<file path="config.mk">
export PLATFORM = sky130hd
export DESIGN_NAME = draw_text_overlay_flat
export DESIGN_NICKNAME = d
export VERILOG_FILES = /design/src/rtl/vga_pkg.sv /design/src/rtl/vga_intf.sv /design/src/rtl/delay.sv /design/src/rtl/font_rom.sv /design/src/rtl/text_slot_hit.sv /design/src/rtl/draw_text_overlay.sv /design/src/flat_wrapper.sv
export SDC_FILE = /design/constraint.sdc
export NUM_CORES = 2
export LEC_CHECK = 0
export BUFFER_PORTS_ARGS = -buffer_cell sky130_fd_sc_hd__clkbuf_2
export CORE_MARGIN = 2
export CORE_UTILIZATION = 50
export CTS_BUF_LIST = sky130_fd_sc_hd__clkbuf_8
export DETAILED_ROUTE_END_ITERATION = 10
export HOLD_SLACK_MARGIN = 0.12
export PLACE_DENSITY = 0.71
export SYNTH_ARGS = -nofsm -noshare
export SYNTH_HDL_FRONTEND = slang
export SYNTH_SLANG_ARGS = --single-unit
</file>
<file path="constraint.sdc">
create_clock -name clk -period 14 [get_ports clk]
set_input_delay 2.8 -clock clk [delete_from_list [all_inputs] [get_ports clk]]
set_output_delay 2.8 -clock clk [all_outputs]
set_load 0.02 [all_outputs]
</file>
<file path="src/rtl/vga_pkg.sv">
// Shared VGA-chain definitions: font geometry, text slot attributes and
// configuration selector codes used by the text overlay.
package vga_pkg;

  localparam int FONT_W = 8;
  localparam int FONT_H = 16;

  localparam logic CFG_CHAR = 1'b0;
  localparam logic CFG_ATTR = 1'b1;

  // Field order matches cfg_data[47:5] of an attribute write.
  typedef struct packed {
    logic        en;
    logic        blink;
    logic [1:0]  scale_log2;
    logic [11:0] colour;
    logic [10:0] x;
    logic [10:0] y;
    logic [4:0]  len;
  } text_attr_t;

  // Oversized lengths are pinned to the slot capacity on the way in.
  function automatic text_attr_t clamp_len(input text_attr_t attr, input int max_chars);
    text_attr_t res;
    res = attr;
    if (int'(attr.len) > max_chars) res.len = 5'(max_chars);
    return res;
  endfunction

endpackage

</file>
<file path="src/rtl/vga_intf.sv">
// VGA pixel-chain bundle: timing counters, sync/blank flags and 12-bit rgb.
interface vga_intf;
  logic [10:0] hcount;
  logic [10:0] vcount;
  logic        hsync;
  logic        vsync;
  logic        hblnk;
  logic        vblnk;
  logic [11:0] rgb;

  modport in  (input  hcount, vcount, hsync, vsync, hblnk, vblnk, rgb);
  modport out (output hcount, vcount, hsync, vsync, hblnk, vblnk, rgb);
endinterface

</file>
<file path="src/rtl/delay.sv">
// Fixed-latency shift register with synchronous clear.
module delay #(
  parameter int WIDTH   = 8,
  parameter int CLK_DEL = 1
) (
  input  logic             clk,
  input  logic             rst,
  input  logic [WIDTH-1:0] value,
  output logic [WIDTH-1:0] delayed
);

  logic [WIDTH-1:0] pipe [CLK_DEL];

  // Shift the value through CLK_DEL register stages.
  always_ff @(posedge clk) begin
    if (rst) begin
      for (int i = 0; i < CLK_DEL; i++) pipe[i] <= '0;
    end else begin
      pipe[0] <= value;
      for (int i = 1; i < CLK_DEL; i++) pipe[i] <= pipe[i-1];
    end
  end

  assign delayed = pipe[CLK_DEL-1];

endmodule

</file>
<file path="src/rtl/font_rom.sv">
// 8x16 glyph ROM with one cycle of read latency. 'A' and 'B' carry real
// glyph shapes; every other code (including 0x00) reads back a solid block.
module font_rom (
  input  logic        clk,
  input  logic [10:0] addr,
  output logic [7:0]  data
);

  function automatic logic [7:0] glyph_row(input logic [6:0] code, input logic [3:0] row);
    logic [7:0] bits;
    bits = 8'hFF;
    if (code == 7'h41) begin
      case (row)
        4'd2:                               bits = 8'h10;
        4'd3:                               bits = 8'h38;
        4'd4:                               bits = 8'h6C;
        4'd5, 4'd6, 4'd8, 4'd9, 4'd10, 4'd11: bits = 8'hC6;
        4'd7:                               bits = 8'hFE;
        default:                            bits = 8'h00;
      endcase
    end else if (code == 7'h42) begin
      case (row)
        4'd2, 4'd11:                               bits = 8'hFC;
        4'd3, 4'd4, 4'd5, 4'd7, 4'd8, 4'd9, 4'd10: bits = 8'h66;
        4'd6:                                      bits = 8'h7C;
        default:                                   bits = 8'h00;
      endcase
    end
    return bits;
  endfunction

  // Registered read, {code, row} addressing.
  always_ff @(posedge clk) begin
    data <= glyph_row(addr[10:4], addr[3:0]);
  end

endmodule

</file>
<file path="src/rtl/text_slot_hit.sv">
// Per-slot hit test: decides whether the current pixel falls inside one
// slot's scaled text box and returns the character index, glyph row and
// glyph column for it. All arithmetic is 12-bit unsigned so positions near
// the right/bottom screen edge never wrap.
module text_slot_hit
  import vga_pkg::*;
#(
  parameter int IDX_W = 4
) (
  input  logic             en,
  input  logic             suppress,
  input  logic [1:0]       scale_log2,
  input  logic [10:0]      x,
  input  logic [10:0]      y,
  input  logic [4:0]       len,
  input  logic [10:0]      hcount,
  input  logic [10:0]      vcount,
  output logic             hit,
  output logic [IDX_W-1:0] index,
  output logic [3:0]       row,
  output logic [2:0]       col
);

  logic [11:0] h12, v12, x12, y12;
  logic [11:0] dx, dy;
  logic [11:0] width, height;

  assign h12 = {1'b0, hcount};
  assign v12 = {1'b0, vcount};
  assign x12 = {1'b0, x};
  assign y12 = {1'b0, y};

  assign dx = h12 - x12;
  assign dy = v12 - y12;

  assign width  = ({7'd0, len} * 12'(FONT_W)) << scale_log2;
  assign height = 12'(FONT_H) << scale_log2;

  assign hit = en && !suppress && (h12 >= x12) && (v12 >= y12) &&
               (dx < width) && (dy < height);

  // Glyphs are FONT_W wide before scaling, so the character index drops
  // three extra bits on top of the scale shift.
  assign index = IDX_W'(dx >> (4'd3 + {2'b00, scale_log2}));
  assign row   = 4'(dy >> scale_log2);
  assign col   = 3'(dx >> scale_log2);

endmodule

</file>
<file path="src/rtl/draw_text_overlay.sv">
// Text overlay stage: NUM_SLOTS programmable strings drawn over the
// upstream picture. Config lands in shadow storage and is copied to the
// active set at each vblnk rise, so a frame is always drawn from one
// consistent configuration. Output is the input delayed by two cycles.
module draw_text_overlay
  import vga_pkg::*;
#(
  parameter int NUM_SLOTS    = 4,
  parameter int MAX_CHARS    = 16,
  parameter int BLINK_FRAMES = 30,
  localparam int SLOT_W = (NUM_SLOTS > 1) ? $clog2(NUM_SLOTS) : 1,
  localparam int IDX_W  = (MAX_CHARS > 1) ? $clog2(MAX_CHARS) : 1
) (
  input  logic              clk,
  input  logic              rst,
  input  logic              cfg_valid,
  output logic              cfg_ready,
  input  logic              cfg_sel,
  input  logic [SLOT_W-1:0] cfg_slot,
  input  logic [IDX_W-1:0]  cfg_idx,
  input  logic [47:0]       cfg_data,
  vga_intf.in               vga_in,
  vga_intf.out              vga_out
);

  localparam int FCNT_W = (BLINK_FRAMES > 1) ? $clog2(BLINK_FRAMES) : 1;
  localparam int TIM_W  = 26;

  text_attr_t  shadow_attr [NUM_SLOTS];
  text_attr_t  active_attr [NUM_SLOTS];
  logic [6:0]  shadow_char [NUM_SLOTS][MAX_CHARS];
  logic [6:0]  active_char [NUM_SLOTS][MAX_CHARS];

  logic              vblnk_q;
  logic              frame_start;
  logic              cfg_fire;
  logic              slot_ok;
  logic              idx_ok;
  logic [FCNT_W-1:0] frame_cnt;
  logic              blink_phase;

  assign frame_start = vga_in.vblnk && !vblnk_q;
  assign cfg_ready   = !frame_start;
  assign cfg_fire    = cfg_valid && cfg_ready;
  assign slot_ok     = {1'b0, cfg_slot} < (SLOT_W+1)'(NUM_SLOTS);
  assign idx_ok      = {1'b0, cfg_idx} < (IDX_W+1)'(MAX_CHARS);

  // Registered vblnk for rising-edge (frame start) detection.
  always_ff @(posedge clk) begin
    if (rst) vblnk_q <= 1'b0;
    else     vblnk_q <= vga_in.vblnk;
  end

  // Shadow storage: accepted writes to nonexistent slots are dropped.
  always_ff @(posedge clk) begin
    if (rst) begin
      for (int s = 0; s < NUM_SLOTS; s++) begin
        shadow_attr[s] <= '0;
        for (int c = 0; c < MAX_CHARS; c++) shadow_char[s][c] <= '0;
      end
    end else if (cfg_fire && slot_ok) begin
      if (cfg_sel == CFG_ATTR)
        shadow_attr[cfg_slot] <= clamp_len(text_attr_t'(cfg_data[47:5]), MAX_CHARS);
      else if (idx_ok)
        shadow_char[cfg_slot][cfg_idx] <= cfg_data[6:0];
    end
  end

  // Atomic commit of the whole shadow set at frame start.
  always_ff @(posedge clk) begin
    if (rst) begin
      for (int s = 0; s < NUM_SLOTS; s++) begin
        active_attr[s] <= '0;
        for (int c = 0; c < MAX_CHARS; c++) active_char[s][c] <= '0;
      end
    end else if (frame_start) begin
      active_attr <= shadow_attr;
      active_char <= shadow_char;
    end
  end

  // Frame counter and blink phase, toggling every BLINK_FRAMES frames.
  always_ff @(posedge clk) begin
    if (rst) begin
      frame_cnt   <= '0;
      blink_phase <= 1'b0;
    end else if (frame_start) begin
      if (frame_cnt == FCNT_W'(BLINK_FRAMES - 1)) begin
        frame_cnt   <= '0;
        blink_phase <= ~blink_phase;
      end else begin
        frame_cnt <= frame_cnt + 1'b1;
      end
    end
  end

  logic [NUM_SLOTS-1:0] slot_hit;
  logic [IDX_W-1:0]     slot_index [NUM_SLOTS];
  logic [3:0]           slot_row   [NUM_SLOTS];
  logic [2:0]           slot_col   [NUM_SLOTS];

  for (genvar s = 0; s < NUM_SLOTS; s++) begin : g_slot
    text_slot_hit #(.IDX_W(IDX_W)) u_hit (
      .en         (active_attr[s].en),
      .suppress   (active_attr[s].blink && blink_phase),
      .scale_log2 (active_attr[s].scale_log2),
      .x          (active_attr[s].x),
      .y          (active_attr[s].y),
      .len        (active_attr[s].len),
      .hcount     (vga_in.hcount),
      .vcount     (vga_in.vcount),
      .hit        (slot_hit[s]),
      .index      (slot_index[s]),
      .row        (slot_row[s]),
      .col        (slot_col[s])
    );
  end

  logic        sel_hit;
  logic [11:0] sel_colour;
  logic [6:0]  sel_char;
  logic [3:0]  sel_row;
  logic [2:0]  sel_col;

  // Priority select: walking down from the top index lets the lowest hit win.
  always_comb begin
    sel_hit    = 1'b0;
    sel_colour = '0;
    sel_char   = '0;
    sel_row    = '0;
    sel_col    = '0;
    for (int s = NUM_SLOTS - 1; s >= 0; s--) begin
      if (slot_hit[s]) begin
        sel_hit    = 1'b1;
        sel_colour = active_attr[s].colour;
        sel_char   = active_char[s][slot_index[s]];
        sel_row    = slot_row[s];
        sel_col    = slot_col[s];
      end
    end
  end

  logic [7:0] rom_data;

  font_rom u_font_rom (
    .clk  (clk),
    .addr ({sel_char, sel_row}),
    .data (rom_data)
  );

  logic        s1_hit;
  logic [11:0] s1_colour;
  logic [2:0]  s1_col;
  logic        s1_char_zero;
  logic [11:0] s1_rgb;
  logic        s1_blank;
  logic [11:0] rgb_q;

  // Stage 1: pixel context aligned with the ROM read latency.
  always_ff @(posedge clk) begin
    if (rst) begin
      s1_hit       <= 1'b0;
      s1_colour    <= '0;
      s1_col       <= '0;
      s1_char_zero <= 1'b1;
      s1_rgb       <= '0;
      s1_blank     <= 1'b0;
    end else begin
      s1_hit       <= sel_hit;
      s1_colour    <= sel_colour;
      s1_col       <= sel_col;
      s1_char_zero <= (sel_char == 7'd0);
      s1_rgb       <= vga_in.rgb;
      s1_blank     <= vga_in.hblnk || vga_in.vblnk;
    end
  end

  // Stage 2: blanking forces black; code 0x00 never draws.
  always_ff @(posedge clk) begin
    if (rst)
      rgb_q <= '0;
    else if (s1_blank)
      rgb_q <= '0;
    else if (s1_hit && !s1_char_zero && rom_data[3'd7 - s1_col])
      rgb_q <= s1_colour;
    else
      rgb_q <= s1_rgb;
  end

  logic [TIM_W-1:0] tim_delayed;

  delay #(.WIDTH(TIM_W), .CLK_DEL(2)) u_tim_delay (
    .clk     (clk),
    .rst     (rst),
    .value   ({vga_in.hcount, vga_in.vcount, vga_in.hsync,
               vga_in.vsync, vga_in.hblnk, vga_in.vblnk}),
    .delayed (tim_delayed)
  );

  assign {vga_out.hcount, vga_out.vcount, vga_out.hsync,
          vga_out.vsync, vga_out.hblnk, vga_out.vblnk} = tim_delayed;
  assign vga_out.rgb = rgb_q;

endmodule

</file>
<file path="src/flat_wrapper.sv">
// flat-port wrapper written by rule: the top's interface ports become plain ports
module draw_text_overlay_flat import vga_pkg::*;
#(
  parameter int NUM_SLOTS    = 4,
  parameter int MAX_CHARS    = 16,
  parameter int BLINK_FRAMES = 30,
  localparam int SLOT_W = (NUM_SLOTS > 1) ? $clog2(NUM_SLOTS) : 1,
  localparam int IDX_W  = (MAX_CHARS > 1) ? $clog2(MAX_CHARS) : 1
)
  (clk, rst, cfg_valid, cfg_ready, cfg_sel, cfg_slot, cfg_idx, cfg_data, vga_in_hcount, vga_in_vcount, vga_in_hsync, vga_in_vsync, vga_in_hblnk, vga_in_vblnk, vga_in_rgb, vga_out_hcount, vga_out_vcount, vga_out_hsync, vga_out_vsync, vga_out_hblnk, vga_out_vblnk, vga_out_rgb);
  vga_intf vga_in_i ();
  vga_intf vga_out_i ();
  input  logic clk;
  input  logic rst;
  input  logic cfg_valid;
  output logic cfg_ready;
  input  logic cfg_sel;
  input  logic [SLOT_W-1:0] cfg_slot;
  input  logic [IDX_W-1:0] cfg_idx;
  input  logic [47:0] cfg_data;
  input wire logic [$bits(vga_in_i.hcount)-1:0] vga_in_hcount;
  input wire logic [$bits(vga_in_i.vcount)-1:0] vga_in_vcount;
  input wire logic [$bits(vga_in_i.hsync)-1:0] vga_in_hsync;
  input wire logic [$bits(vga_in_i.vsync)-1:0] vga_in_vsync;
  input wire logic [$bits(vga_in_i.hblnk)-1:0] vga_in_hblnk;
  input wire logic [$bits(vga_in_i.vblnk)-1:0] vga_in_vblnk;
  input wire logic [$bits(vga_in_i.rgb)-1:0] vga_in_rgb;
  output wire logic [$bits(vga_out_i.hcount)-1:0] vga_out_hcount;
  output wire logic [$bits(vga_out_i.vcount)-1:0] vga_out_vcount;
  output wire logic [$bits(vga_out_i.hsync)-1:0] vga_out_hsync;
  output wire logic [$bits(vga_out_i.vsync)-1:0] vga_out_vsync;
  output wire logic [$bits(vga_out_i.hblnk)-1:0] vga_out_hblnk;
  output wire logic [$bits(vga_out_i.vblnk)-1:0] vga_out_vblnk;
  output wire logic [$bits(vga_out_i.rgb)-1:0] vga_out_rgb;
  assign vga_in_i.hcount = vga_in_hcount;
  assign vga_in_i.vcount = vga_in_vcount;
  assign vga_in_i.hsync = vga_in_hsync;
  assign vga_in_i.vsync = vga_in_vsync;
  assign vga_in_i.hblnk = vga_in_hblnk;
  assign vga_in_i.vblnk = vga_in_vblnk;
  assign vga_in_i.rgb = vga_in_rgb;
  assign vga_out_hcount = vga_out_i.hcount;
  assign vga_out_vcount = vga_out_i.vcount;
  assign vga_out_hsync = vga_out_i.hsync;
  assign vga_out_vsync = vga_out_i.vsync;
  assign vga_out_hblnk = vga_out_i.hblnk;
  assign vga_out_vblnk = vga_out_i.vblnk;
  assign vga_out_rgb = vga_out_i.rgb;
  draw_text_overlay #(.NUM_SLOTS(NUM_SLOTS), .MAX_CHARS(MAX_CHARS), .BLINK_FRAMES(BLINK_FRAMES)) u_core (.clk(clk), .rst(rst), .cfg_valid(cfg_valid), .cfg_ready(cfg_ready), .cfg_sel(cfg_sel), .cfg_slot(cfg_slot), .cfg_idx(cfg_idx), .cfg_data(cfg_data), .vga_in(vga_in_i), .vga_out(vga_out_i));
endmodule
</file>
# Word level (Yosys, flattened, before mapping)

Memory sizes are Yosys's and may differ from the RTL's.
Cells that the tools add are included.

Flip-flop bits (word level): 1,297
Bits in latches: 0
Bits in writable memories: 52
Bits in read-only memories: 224
Input port bits: 96
Output and inout bits: 39
Word-level logic and storage cells: 369
Memories kept: 3

Add/subtract/negate cells: 14
$mul: 0
Div/mod/pow operators: 0
$lt $le $gt $ge: 26
Eq/ne operators: 3
Shift operators: 20
Muxes and demuxes: 55
Bitwise operators: 10
Reduce and logical (&&, ||, !) cells: 43

Memory list:

| memory                  | words | width | read ports | clocked after Yosys merged registers in | write ports | line           | source |
|---|---|---|---|---|---|---|---|
| (no name shown)         | 16    | 7     | 1          | 0                                       | 0           | font_rom.sv:13 | `case (row)` |
| (no name shown)         | 16    | 7     | 1          | 0                                       | 0           | font_rom.sv:22 | `case (row)` |
| u_core.u_tim_delay.pipe | 2     | 26    | 2          | 0                                       | 2           | delay.sv:12    | `logic [WIDTH-1:0] pipe [CLK_DEL];` |

Operators by type and width:

| kind                 | count |
|---|---|
| $bwmux 448           | 1 |
| $demux 112 s2        | 1 |
| $bwmux 172           | 1 |
| $bmux 7 s4           | 4 |
| $mux 112             | 1 |
| $lt 12x12->1         | 8 |
| $sub 11x11->12       | 8 |
| $mux 7               | 13 |
| $ge 11x11->1         | 8 |
| $demux 43 s2         | 1 |
| $mux 12              | 5 |
| $mux 26              | 2 |
| $shl 5x2->12 const A | 4 |
| $shl 8x2->12         | 4 |
| $shr 12x2->3         | 4 |
| $shr 12x2->4         | 4 |
| $shr 12x3->4         | 4 |
| $mux 43              | 1 |
| $logic_and 1x1->1    | 30 |
| $demux 7 s4          | 1 |
| $ge 5x5->1 const B   | 5 |
| $mux 5               | 5 |
| $not 4->5            | 5 |
| $mux 4               | 4 |
| 22 further kinds     | 47 |

# Longest topological paths before layout

Depth in word-level cells: 14
Mapped depth: 25
Depth with buffers taken out: 25

# By module

From an unflattened synthesis, not the netlist that was laid out.

Cells, all modules: 7,055
Area total of the unflattened synthesis: 58,703.8 sq um

By module, submodules not included:

| module                                     | times used | cells an instance | area each (sq um) | sequential area each (sq um) |
|---|---|---|---|---|
| draw_text_overlay                          | 1          | 5,870             | 49,413.6          | 25,804.7 |
| text_slot_hit (u_core.g_slot[0].u_hit ...) | 3          | 249               | 1,821.7           | 0.0 |
| text_slot_hit (u_core.g_slot[3].u_hit)     | 1          | 256               | 1,800.5           | 0.0 |
| delay                                      | 1          | 135               | 1,586.5           | 1,041.0 |
| font_rom                                   | 1          | 47                | 437.9             | 140.1 |

# Worst setup path before layout

Ideal clock, no wire load.

Kind: input port to flip-flop
Start: input port vga_in_hcount[0]
End: register u_core.u_font_rom.data[4]
Library setup time: 0.144 ns
Arrival: 7.698 ns
Required time: 13.856 ns
Path slack: 6.157 ns
Stages on the path: 23
Buffers on the path: 1
Cell sequence: inv_1 -> ha_1 -> inv_1 -> fa_1 -> a21o_1 -> a311oi_1 -> nor3_1 -> inv_2 -> ha_1 -> and3_1 -> a21o_1 -> o21ai_0 -> nand4_1 -> or4_4 -> nor3_4 -> clkbuf_1 -> a221oi_1 -> o21ai_0 -> inv_1 -> ha_1 -> nor2b_1 -> a2111oi_2 -> o211ai_1

Longest elaborated chain between the ends: 13
Elaborated cells on any way between the ends: 62
Classes of those cells: add/sub (4); order compare (8); eq/ne (2); shift (4); mux (22); bitwise (4); reduce/logical (16); memory (2)

RTL lines:

| element                                                                 | line               | source |
|---|---|---|
| from (decl)                                                             | flat_wrapper.sv:21 | `input wire logic [$bits(vga_in_i.hcount)-1:0] vga_in_hcount;` |
| parallel branches: the longest is 12 deep, another holds $sub 11x11->12 | -                  |  |
| $mux 8 *                                                                | font_rom.sv:12     | `if (code == 7'h41) begin` |
| to (signal assigned)                                                    | font_rom.sv:34     | `data <= glyph_row(addr[10:4], addr[3:0]);` |
| to (decl)                                                               | font_rom.sv:6      | `output logic [7:0] data` |

Mark *: on every way between the ends. The select of a mux whose other input is x is not followed.
A chain may end at the register's enable or synchronous reset.

# Final worst setup path

Start: input port vga_in_hcount[0]
End: register u_core.u_font_rom.data[3]

The elaborated chain is that of the path after synthesis.

==> impl_results.md <==
- Status: completed
- Worst clock skew on the final layout: 0.0453 ns
- Post-synth ARST share: 0%
- Number of buffers on the longest clock path: 3
- Global-route wire length before repair: 277 mm
- TritonCTS clock tree: yes
- Setup total negative slack: 0 ns
- Remaining DRCs: 0
- Number of H-tree levels: 4
- Initial Utilization: 50.2%
- Die Ht: 348 um
- Achievable clock frequency: 116 MHz
- Reg-to-reg critical path endpoint: u_core.u_font_rom.data[3]$_DFF_P_
- Via density: 5.74
- Post-route clock period utilization: 61.8%
- Distinct cell type count of the synthesized netlist: 105
- Port buffer count: 134
- Number of max-cap violations: 0
- Number of nets in the layout: 7,515
- CTS sink cnt: 1,347
- Cell total after placement: 8,592
- Unrepaired setup endpoints after global routing: false
- Launching point of the worst reg2reg path: u_core.active_attr[145]$_SDFFE_PP0P_
- Post-route ant nets: 0
- Type of destination of the critical path: flop
- Overflow after GRT: 0
- Most Used Layer, Global Route: met2
- Endpoint of the worst hold-timing path: u_core.active_char[378]$_SDFFE_PP0P_
- Number of buffers inserted by hold repair at cts: 0
- Transition at the pin with the smallest max-transition slack: 1.43 ns
- Worst reg2reg setup slack: 7.19 ns
- Number of buffers added by the clock tree synthesis step: 215
- Final RePlAce weighted congestion: 0.970
- Overall die area: 121,000 sq um
- Number of endpoints with negative hold slack in the final report: 0
- Source-to-sink clock delay at the later pin of the worst-skew pair: 0.94 ns
- EDFF count, synth: 0
- Depth of the worst register-to-register path: 21
- Critical Setup Path Class: input pin to flop
- Half-perimeter wire length of the detailed placement result: 115 mm
- Sequential cell area fraction in the yosys report: 45.6%
- Worst path required time: 14.76 ns
- Die X: 348 um
- Number of nets produced by synthesis: 7,649
- Critical hold path startpoint: u_core.shadow_char[378]$_SDFFE_PP0P_
- Register clock-pin slew on the reported worst setup and hold paths: 0.07 ns
- Number of cells on the worst hold path: 2
- Number of design-rule violations left by the first detailed-router iteration: 5,077
- Vias post-DR: 51,600
- Startpoint type of the worst setup path: input pin
- Number of storage elements in the synthesis netlist: 1,347
- Power per unit of standard cell area: 125 nW/um^2
- Number of gates given a new drive strength after cts: 0
- Min Tclk post-route: 8.65 ns
- Maximum net fanout on the critical path: 29
- Post-Synthesis Cells: 7,407
- Routed wire length: 181 mm
- Maximum number of pins on one net before global-route repair: 234
- Worst path arrival time: 9.41 ns
- Met3 Track Usage GR: 4.26%
- GRT Util Overall: 29.0%
- Synth Warn #: 0
- Clock Tree Root: clkbuf_8
- Floorplan core area: 118,000 sq um
- Share of final-layout standard cells stronger than drive strength 1: 9.50%
- Setup fix buffers added after clock tree synthesis: 0
- Final setup violation count: 0
- Vias in the first global route: 47,600
- Wire length per cell: 20.1 um
- Most used flip-flop cell after synthesis: dfxtp_1
- Number of standard-cell rows in the floorplan: 126
- Signed area change from the synthesized netlist to the final layout: 9.81%
- Non-filler instance count after layout: 8,990
- VDD IR max: 0.0992 mV
- Max transition margin: 3.15%
- GR Layer Usage met2: 46.1%
- Number of iterations in the first detailed-routing pass: 6
- Antenna violations before repair: 7
- Combined area of all synthesized cells: 59,100 sq um
- Number of top-level pins: 135
- Number of max-slew violations in the final report: 0
- Syn Area/Cell: 7.98 sq um
- Met1 layer usage reported by global route: 39.4%
- Leakage power total: 22.6 nW
- Worst min-delay path category: flop to flop
## per-stage QoR
| stage | power (mW) | instance area, sq um | setup slack (ns) | hold WS [ns] | util, % |
|---|---|---|---|---|---|
| after floorplan | 4.40 | 59100 | 6.16 | 0.414 | - |
| after global placement | 4.63 | 60300 | 4.81 | 0.417 | 51.2 |
| after detailed placement | 4.64 | 60300 | 4.75 | 0.421 | 51.2 |
| after CTS | 8.19 | 64900 | 5.63 | 0.418 | 55.1 |
| after global routing | 8.42 | 64900 | 4.98 | 0.437 | 55.1 |
| final | 8.15 | 64900 | 5.35 | 0.420 | 55.1 |
## routing by layer
| layer | part of all wire (%) | vias to the layer above |
|---|---|---|
| met5 | 0.022 | - |
| met4 | 4.0 | 6 |
| met3 | 6.4 | 351 |
| met2 | 45 | 1698 |
| met1 | 44 | 24700 |
| li1 | - | 24800 |
## cells in the final DEF, fill, tap and decap left out, types with 29 or more instances in the layout
cell type	count
nor4_1	43
o211ai_1	35
nand4_1	30
mux2_2	36
nor3_1	79
ha_1	138
nand3_1	291
dfxtp_1	1347
mux2i_1	379
nand2_1	1990
a21oi_1	1142
clkbuf_2	128
clkbuf_8	278
a31oi_1	29
clkinv_2	33
a21o_1	32
a211oi_1	47
nor2b_1	92
o21ai_0	67
nand2b_1	39
inv_1	201
buf_4	84
nor2_1	435
## report_power, final
part / internal (mW) / switching, mW / leakage (nW) / total [mW]
sequential: 3.86 / 0.0104 / 10.9 / 3.87
combinational: 0.183 / 0.518 / 9.12 / 0.701
clock: 1.96 / 1.62 / 2.65 / 3.58
## worst max-delay path, stage by stage
cell       delay [ns]
clkbuf_2         0.07
inv_1            0.15
ha_1             0.30
fa_1             0.44
nand2b_1         0.19
a21oi_1          0.40
o41ai_1          0.17
and3_1           0.23
or2_2            0.29
ha_1             0.19
a32o_1           0.25
a2111oi_0        0.43
nand4_1          0.17
nor4_1           0.70
and2_1           0.28
buf_4            0.39
nor2_1           0.20
a211oi_1         0.77
ha_1             0.37
mux2i_1          0.13
nor2_1           0.05
nor3_1           0.29
o211ai_1         0.15
## cell usage after synthesis, drive strengths merged, types with 45 or more instances
cell    number  area, sq um
ha         138         1730
o21ai       72          364
buf        121          629
clkbuf     453         1700
nand2     1990         7470
dfxtp     1347        27000
nor2b       93          582
nor3        92          482
nor4        45          288
inv        146          548
a21oi     1146         5750
mux2i      379         3790
a211oi      53          438
nand3      291         1460
nor2       446         1680
## worst max-delay path by stage
| stage | startpoint | to | slack [ns] |
|---|---|---|---|
| 5_1_grt | vga_in_hcount[0] | u_core.u_font_rom.data[5]$_DFF_P_ | 4.98 |
| 6_report | vga_in_hcount[0] | u_core.u_font_rom.data[3]$_DFF_P_ | 5.35 |
| 4_1_cts | vga_in_hcount[0] | u_core.u_font_rom.data[5]$_DFF_P_ | 5.63 |
| 3_5_place_dp | vga_in_hcount[0] | u_core.u_font_rom.data[3]$_DFF_P_ | 4.75 |
| 2_1_floorplan | vga_in_hcount[0] | u_core.u_font_rom.data[4]$_DFF_P_ | 6.16 |
| 3_3_place_gp | vga_in_hcount[0] | u_core.u_font_rom.data[3]$_DFF_P_ | 4.81 |
## area by class of cell
cell class | instances | area [sq um]
Multi-Input combinational cell | 5339 | 29400
Clock inverter | 116 | 831
Inverter | 147 | 559
Fill cell | 10900 | 52800
Timing Repair Buffer | 223 | 1410
Clock buffer | 278 | 3830
Sequential cell | 1347 | 27000
Antenna cell | 4 | 10.0
Tap cell | 1536 | 1920
## state kept, by name (all words and copies together), names as in the netlist, 3 cells and up
name	cells
u_core.active_char	448
u_core.shadow_char	448
u_core.active_attr	172
u_core.shadow_attr	172
u_core.u_tim_delay.pipe	52
u_core.s1_colour	12
u_core.s1_rgb	12
u_core.vga_out.rgb	12
u_core.u_font_rom.data	7
u_core.frame_cnt	5
u_core.s1_col	3
## kinds of logic (layout without fill, tap and decap cells)
logic type	Yosys count	after routing	share of synthesized area, %
AND/OR/NAND/NOR	3127	3127	22.1
XOR/XNOR	54	54	0.825
multiplexers	439	439	8.00
other	0	4	0
adder cells (fa/ha/maj)	146	146	3.19
AO/OA/AOI/OAI	1573	1573	15.4
flip-flops	1347	1347	45.6
buffers and inverters	721	764	4.87
(Power assumes the default switching activity.)
